$ cat src/rtl/call_stack.sv
// -----------------------------------------------------------------------------
// call_stack
//   Hardware return-address stack feeding the RET operand of the writeback
//   result mux. CALL pushes PC+PC_INC, RETURN pops. The top entry is presented
//   combinationally on RET so it is usable in the same cycle RETURN is decoded.
//
// Parameters
//   WIDTH   address/data width of each entry
//   DEPTH   number of entries (power of two, >= 2)
//   PC_INC  added to PC to form the pushed return address (mod 2^WIDTH)
//
// Ports
//   clk     in   1              clock, rising edge
//   rst     in   1              asynchronous, active-high reset
//   Stall   in   1              1 = freeze all state; CALL/RETURN ignored
//   CALL    in   1              push PC+PC_INC at this edge
//   RETURN  in   1              pop top entry at this edge
//   PC      in   WIDTH          current instruction address
//   RET     out  WIDTH          top-of-stack value, 0 when empty
//   Count   out  log2(DEPTH)+1  entries held, 0..DEPTH
//   Empty   out  1              Count == 0
//   Full    out  1              Count == DEPTH
//   Ovf     out  1              sticky: push attempted while full
//   Unf     out  1              sticky: pop attempted while empty
//
// Configuration macro
//   CALL_STACK_WRAP_EN  defined: push while full overwrites the oldest entry
//                       (circular storage, newest DEPTH addresses kept).
//                       undefined: push while full is dropped.
//                       Ovf is set in both cases.
// -----------------------------------------------------------------------------
module call_stack #(
    parameter int WIDTH  = 32,
    parameter int DEPTH  = 16,
    parameter int PC_INC = 4
) (
    input  logic                       clk,
    input  logic                       rst,
    input  logic                       Stall,
    input  logic                       CALL,
    input  logic                       RETURN,
    input  logic [WIDTH-1:0]           PC,
    output logic [WIDTH-1:0]           RET,
    output logic [$clog2(DEPTH):0]     Count,
    output logic                       Empty,
    output logic                       Full,
    output logic                       Ovf,
    output logic                       Unf
);

    localparam int PW = $clog2(DEPTH);
    localparam int CW = PW + 1;

    // r_ptr addresses the next free slot; the top entry lives at r_ptr-1.
    logic [WIDTH-1:0] r_mem [DEPTH];
    logic [PW-1:0]    r_ptr;
    logic [CW-1:0]    r_count;
    logic             r_ovf;
    logic             r_unf;

    logic [WIDTH-1:0] w_push_val;
    logic [PW-1:0]    w_top_idx;
    logic             w_empty;
    logic             w_full;
    logic             w_wr_en;
    logic [PW-1:0]    w_wr_idx;
    logic [PW-1:0]    w_ptr_nxt;
    logic [CW-1:0]    w_count_nxt;
    logic             w_ovf_nxt;
    logic             w_unf_nxt;

    assign w_push_val = PC + WIDTH'(PC_INC);
    assign w_top_idx  = r_ptr - PW'(1);
    assign w_empty    = (r_count == CW'(0));
    assign w_full     = (r_count == CW'(DEPTH));

    // Read side: combinational view of the stack state.
    assign RET   = w_empty ? {WIDTH{1'b0}} : r_mem[w_top_idx];
    assign Count = r_count;
    assign Empty = w_empty;
    assign Full  = w_full;
    assign Ovf   = r_ovf;
    assign Unf   = r_unf;

    // Next-state decode of CALL/RETURN against the current occupancy.
    always_comb begin
        w_wr_en     = 1'b0;
        w_wr_idx    = r_ptr;
        w_ptr_nxt   = r_ptr;
        w_count_nxt = r_count;
        w_ovf_nxt   = r_ovf;
        w_unf_nxt   = r_unf;
        if (Stall) begin
            w_wr_en = 1'b0;
        end else if (CALL && RETURN && !w_empty) begin
            // Simultaneous return+call replaces the top entry in place.
            w_wr_en  = 1'b1;
            w_wr_idx = w_top_idx;
        end else if (CALL) begin
            // CALL&RETURN on an empty stack also lands here: a plain push.
            if (!w_full) begin
                w_wr_en     = 1'b1;
                w_ptr_nxt   = r_ptr + PW'(1);
                w_count_nxt = r_count + CW'(1);
            end else begin
                w_ovf_nxt = 1'b1;
`ifdef CALL_STACK_WRAP_EN
                // Full and circular: r_ptr equals the oldest slot, overwrite it.
                w_wr_en   = 1'b1;
                w_ptr_nxt = r_ptr + PW'(1);
`else
                w_wr_en   = 1'b0;
`endif
            end
        end else if (RETURN) begin
            if (!w_empty) begin
                w_ptr_nxt   = r_ptr - PW'(1);
                w_count_nxt = r_count - CW'(1);
            end else begin
                w_unf_nxt = 1'b1;
            end
        end else begin
            w_wr_en = 1'b0;
        end
    end

    // Pointer, occupancy and sticky flag registers.
    always_ff @(posedge clk or posedge rst) begin
        if (rst) begin
            r_ptr   <= {PW{1'b0}};
            r_count <= {CW{1'b0}};
            r_ovf   <= 1'b0;
            r_unf   <= 1'b0;
        end else begin
            r_ptr   <= w_ptr_nxt;
            r_count <= w_count_nxt;
            r_ovf   <= w_ovf_nxt;
            r_unf   <= w_unf_nxt;
        end
    end

    // Entry storage; cleared on reset, written on push/overwrite.
    always_ff @(posedge clk or posedge rst) begin
        if (rst) begin
            for (int i = 0; i < DEPTH; i++) begin
                r_mem[i] <= {WIDTH{1'b0}};
            end
        end else if (w_wr_en) begin
            r_mem[w_wr_idx] <= w_push_val;
        end else begin
            r_mem[w_wr_idx] <= r_mem[w_wr_idx];
        end
    end

endmodule

$ cat config.mk
export PLATFORM = sky130hd
export DESIGN_NAME = call_stack
export DESIGN_NICKNAME = d
export VERILOG_FILES = /design/src/rtl/call_stack.sv
export SDC_FILE = /design/constraint.sdc
export NUM_CORES = 2
export LEC_CHECK = 0
export CAP_MARGIN = 0
export CORE_AREA = 2 2 249 190
export CTS_BUF_LIST = sky130_fd_sc_hd__clkbuf_16
export DETAILED_ROUTE_END_ITERATION = 12
export DIE_AREA = 0 0 251 192
export PLACE_DENSITY = 0.87
export SETUP_SLACK_MARGIN = 0.1
export SYNTH_ARGS = -nofsm -noshare
export SYNTH_HDL_FRONTEND = slang
export SYNTH_SLANG_ARGS = --single-unit
$ cat constraint.sdc
create_clock -name clk -period 24.9 [get_ports clk]
set_input_delay 2.49 -clock clk [delete_from_list [all_inputs] [get_ports clk]]
set_output_delay 2.49 -clock clk [all_outputs]
set_load 0.01 [all_outputs]
==> reports/qor.csv <==
stage;metric;value;unit
logic_synthesis;register bit total from synthesis;523;
floorplan;Die Wd;251;um
placed_design;Port Buffers;77;
sta;max-slew violations;0;
grt;first-pass GRT wire length;146000;um
clock_tree;clock root cell;clkbuf_16;
finish;commonest non-fill, non-tap cell in the layout;nand2_1;
floorplan;# IOs;78;
finish;Layout Cells excl Fill;3306;
clock_tree;CTS tree;built;
logic_synthesis;register area share after synthesis;45.1;%
detailed_routing;DR WL/cell;28.6;um
detailed_routing;vias;25376;
sta;crit path time final;8.33;ns
finish;area delta synth->final;9.60;%
clock_tree;clock buffer count from CTS;51;
floorplan;core region area;0.0456;sq mm
clock_tree;post_cts resized;0;
clock_tree;H-tree depth;2;
logic_synthesis;Synth Area per Inst;10.5;sq um
placed_design;gp weighted congestion;0.875;
sta;Rel. slew slack;22.8;%
power;Overall Power;5.52;mW
finish;layout cell share with drive strength beyond 1;16.4;%
worst_setup_path;CP startpoint kind;register;
logic_synthesis;async set-reset flop share out of synthesis;100;%
placed_design;post-placement cell count;3210;
detailed_routing;# DRC;1;
flow_run;max-cap violations;0;
clock_tree;CTS Sinks;523;
sta;fin crit share;33.5;%
floorplan;DIE AREA;0.0482;sq mm
clock_tree;post-CTS setup buffers;0;
worst_setup_path;Setup crit end kind;primary output;
sta;Fmax;120;MHz
worst_setup_path;CP Class;register to primary output;
clock_tree;Clk Latency, worst-skew pair;0.60;ns
worst_setup_path;Crit path largest cell delay;0.90;ns
worst_hold_path;Hold Path Class;register to register;
worst_setup_path;Worst path slowest cell;ha_4;
clock_tree;Clock transition at path regs;0.07;ns
detailed_routing;antenna viol nets, final;0;
power;Pleak;13.2;nW
clock_tree;CTS max path bufs;3;
logic_synthesis;Post-Synthesis Cells;2763;
worst_setup_path;Crit Path Max Fanout;49;
detailed_routing;final wirelength;94600;um
sta;setup_tns;0;ns
logic_synthesis;Post-synth EDFFs;0;
placed_design;post-DP HPWL;52900;um
logic_synthesis;Cell Area, Synth;0.0290;sq mm
grt;vias in the first global route;25557;
floorplan;Initial Util;63.6;%
grt;total grt overflow;0;
outcome;outcome;complete, but fails checks;
sta;Final setup violation count;0;
sta;Final Skew;0.0174;ns
outcome;failing checks;DRC;
floorplan;Die Y-Extent;192;um
logic_synthesis;Mapped Nets;2807;
logic_synthesis;synth unique cells;71;
detailed_routing;drt pass-1 iters;12;
sta;final hold violation count;0;
floorplan;FP Rows;68;
finish;n_diodes;0;
sta;Worst Tran Pin Value;1.15;ns
detailed_routing;Via density;7.68;
worst_setup_path;worst path required time;22.41;ns
worst_setup_path;worst path cell trace;inv_1 > ha_4 > buf_4 > buf_4 > mux4_2 > mux4_2 > nor2b_1 > clkdlybuf4s50_1;
clock_tree;Post-CTS Hold Buffers;0;
worst_setup_path;CP arrival;5.84;ns
sta;RSZ-0062 raised after global routing;no;
power;Max VDD drop;136;uV
logic_synthesis;yosys warns;0;
logic_synthesis;main flop type after synthesis;dfrtp_1;
finish;most frequent cells in the layout;534 x nand2_1, 521 x dfrtp_1, 369 x o21ai_1;
power;Power Density;173;mW/mm^2
grt;initial antenna violation count;0;
grt;Tot GR Track Use;39.7;%
grt;largest net degree at the start of global routing;180;
detailed_routing;DR iter-0 viols;4534;
finish;NumNets Final;2712;
==> routing by layer <==
layer / GRT usage (%) / vias up / part of all wire, %
met3: 15.6 / 564 / 17
met5: 0 / - / 0
met4: 22.6 / 0 / 6.4
met2: 58.1 / 2398 / 43
li1: - / 10139 / -
met1: 51.0 / 12275 / 34
==> flip-flops by register name (all words and copies together), names as in the netlist <==
register and count:
Unf 1, r_mem 512, Count 5, Ovf 1, r_ptr 4
==> logic make-up (layout without fill, tap and decap cells) <==
kind of cell	count (synthesis)	in the layout	share of synthesized area [%]
AOI/OAI and AO/OA	914	914	20.6
xor gates and xnor gates	37	37	1.12
adders and majority gates	7	7	0.328
buffers and inverters	293	241	4.37
DFF	523	523	45.1
muxes	281	281	18.2
and+or+nand+nor	708	708	10.3
==> through the flow <==
| stage | cell area [sq um] | util (%) | hold WS (ns) | worst slack (ns) |
|---|---|---|---|---|
| 6_report | 31800 | 69.8 | 0.477 | 16.57 |
| 5_1_grt | 31800 | 69.8 | 0.496 | 16.42 |
| 4_1_cts | 31800 | 69.8 | 0.483 | 16.62 |
| 3_5_place_dp | 30000 | 65.8 | 0.469 | 17.24 |
| 3_3_place_gp | 30000 | 65.8 | 0.456 | 17.32 |
| 2_1_floorplan | 29000 | - | 0.461 | 7.80 |
==> area by class of cell <==
class                           count  area (sq um)
Inverter                            9          41.3
Fill cell                        2996         13800
Multi-Input combinational cell   1947         14900
Tap cell                          595           744
Sequential cell                   523         13100
Clock inverter                     45           537
Timing Repair Buffer              136          1230
Clock buffer                       51          1280
==> path summary, 6_finish.rpt <==
path	cells after the start	end	slack (ns)	startpoint
max in group asynchronous	4	r_ptr[1]$_DFFE_PP0P_	19.97	rst
max reg2reg	12	r_mem[461]$_DFFE_PP0P_	18.00	r_ptr[1]$_DFFE_PP0P_
min reg2reg	1	Unf$_DFFE_PP0P_	0.48	Unf$_DFFE_PP0P_
min	1	Unf$_DFFE_PP0P_	0.48	Unf$_DFFE_PP0P_
min in group asynchronous	2	r_mem[80]$_DFFE_PP0P_	2.48	rst
max	8	RET[13]	16.57	r_ptr[1]$_DFFE_PP0P_
==> synthesized netlist by cell type (all sizes together) (11+ instances only) <==
cell / instances / share of area, %
nand2: 542 / 7.0
a22oi: 49 / 1.3
mux2i: 53 / 1.8
a221oi: 24 / 0.72
nor2b: 32 / 0.69
mux2: 35 / 1.4
or2: 15 / 0.32
clkbuf: 164 / 2.1
xnor2: 19 / 0.57
a22o: 14 / 0.42
buf: 120 / 2.1
a221o: 73 / 2.5
a41o: 11 / 0.38
o31ai: 20 / 1.2
a21oi: 41 / 0.72
o22ai: 19 / 0.47
dfrtp: 523 / 45
nor3: 15 / 0.28
a222oi: 36 / 1.2
xor2: 18 / 0.54
nand3: 19 / 0.33
o21ai: 591 / 10
mux4: 193 / 15
nor2: 38 / 0.49
==> report_power, final <==
part / internal [mW] / total, mW / switching, mW
Combinational: 1.31 / 3.09 / 1.78
Clock: 0.507 / 0.854 / 0.346
Sequential: 1.22 / 1.57 / 0.352
Total: 3.04 / 5.52 / 2.48
==> critical path, delay by kind of cell, from the launching register on <==
kind                       cells  cell delay, ns
buffers and inverters          4            2.23
muxes                          2            1.15
adders and majority gates      1            0.90
DFF                            1            0.68
and+or+nand+nor                1            0.18
No activity file was read; power rests on OpenSTA's default activity.
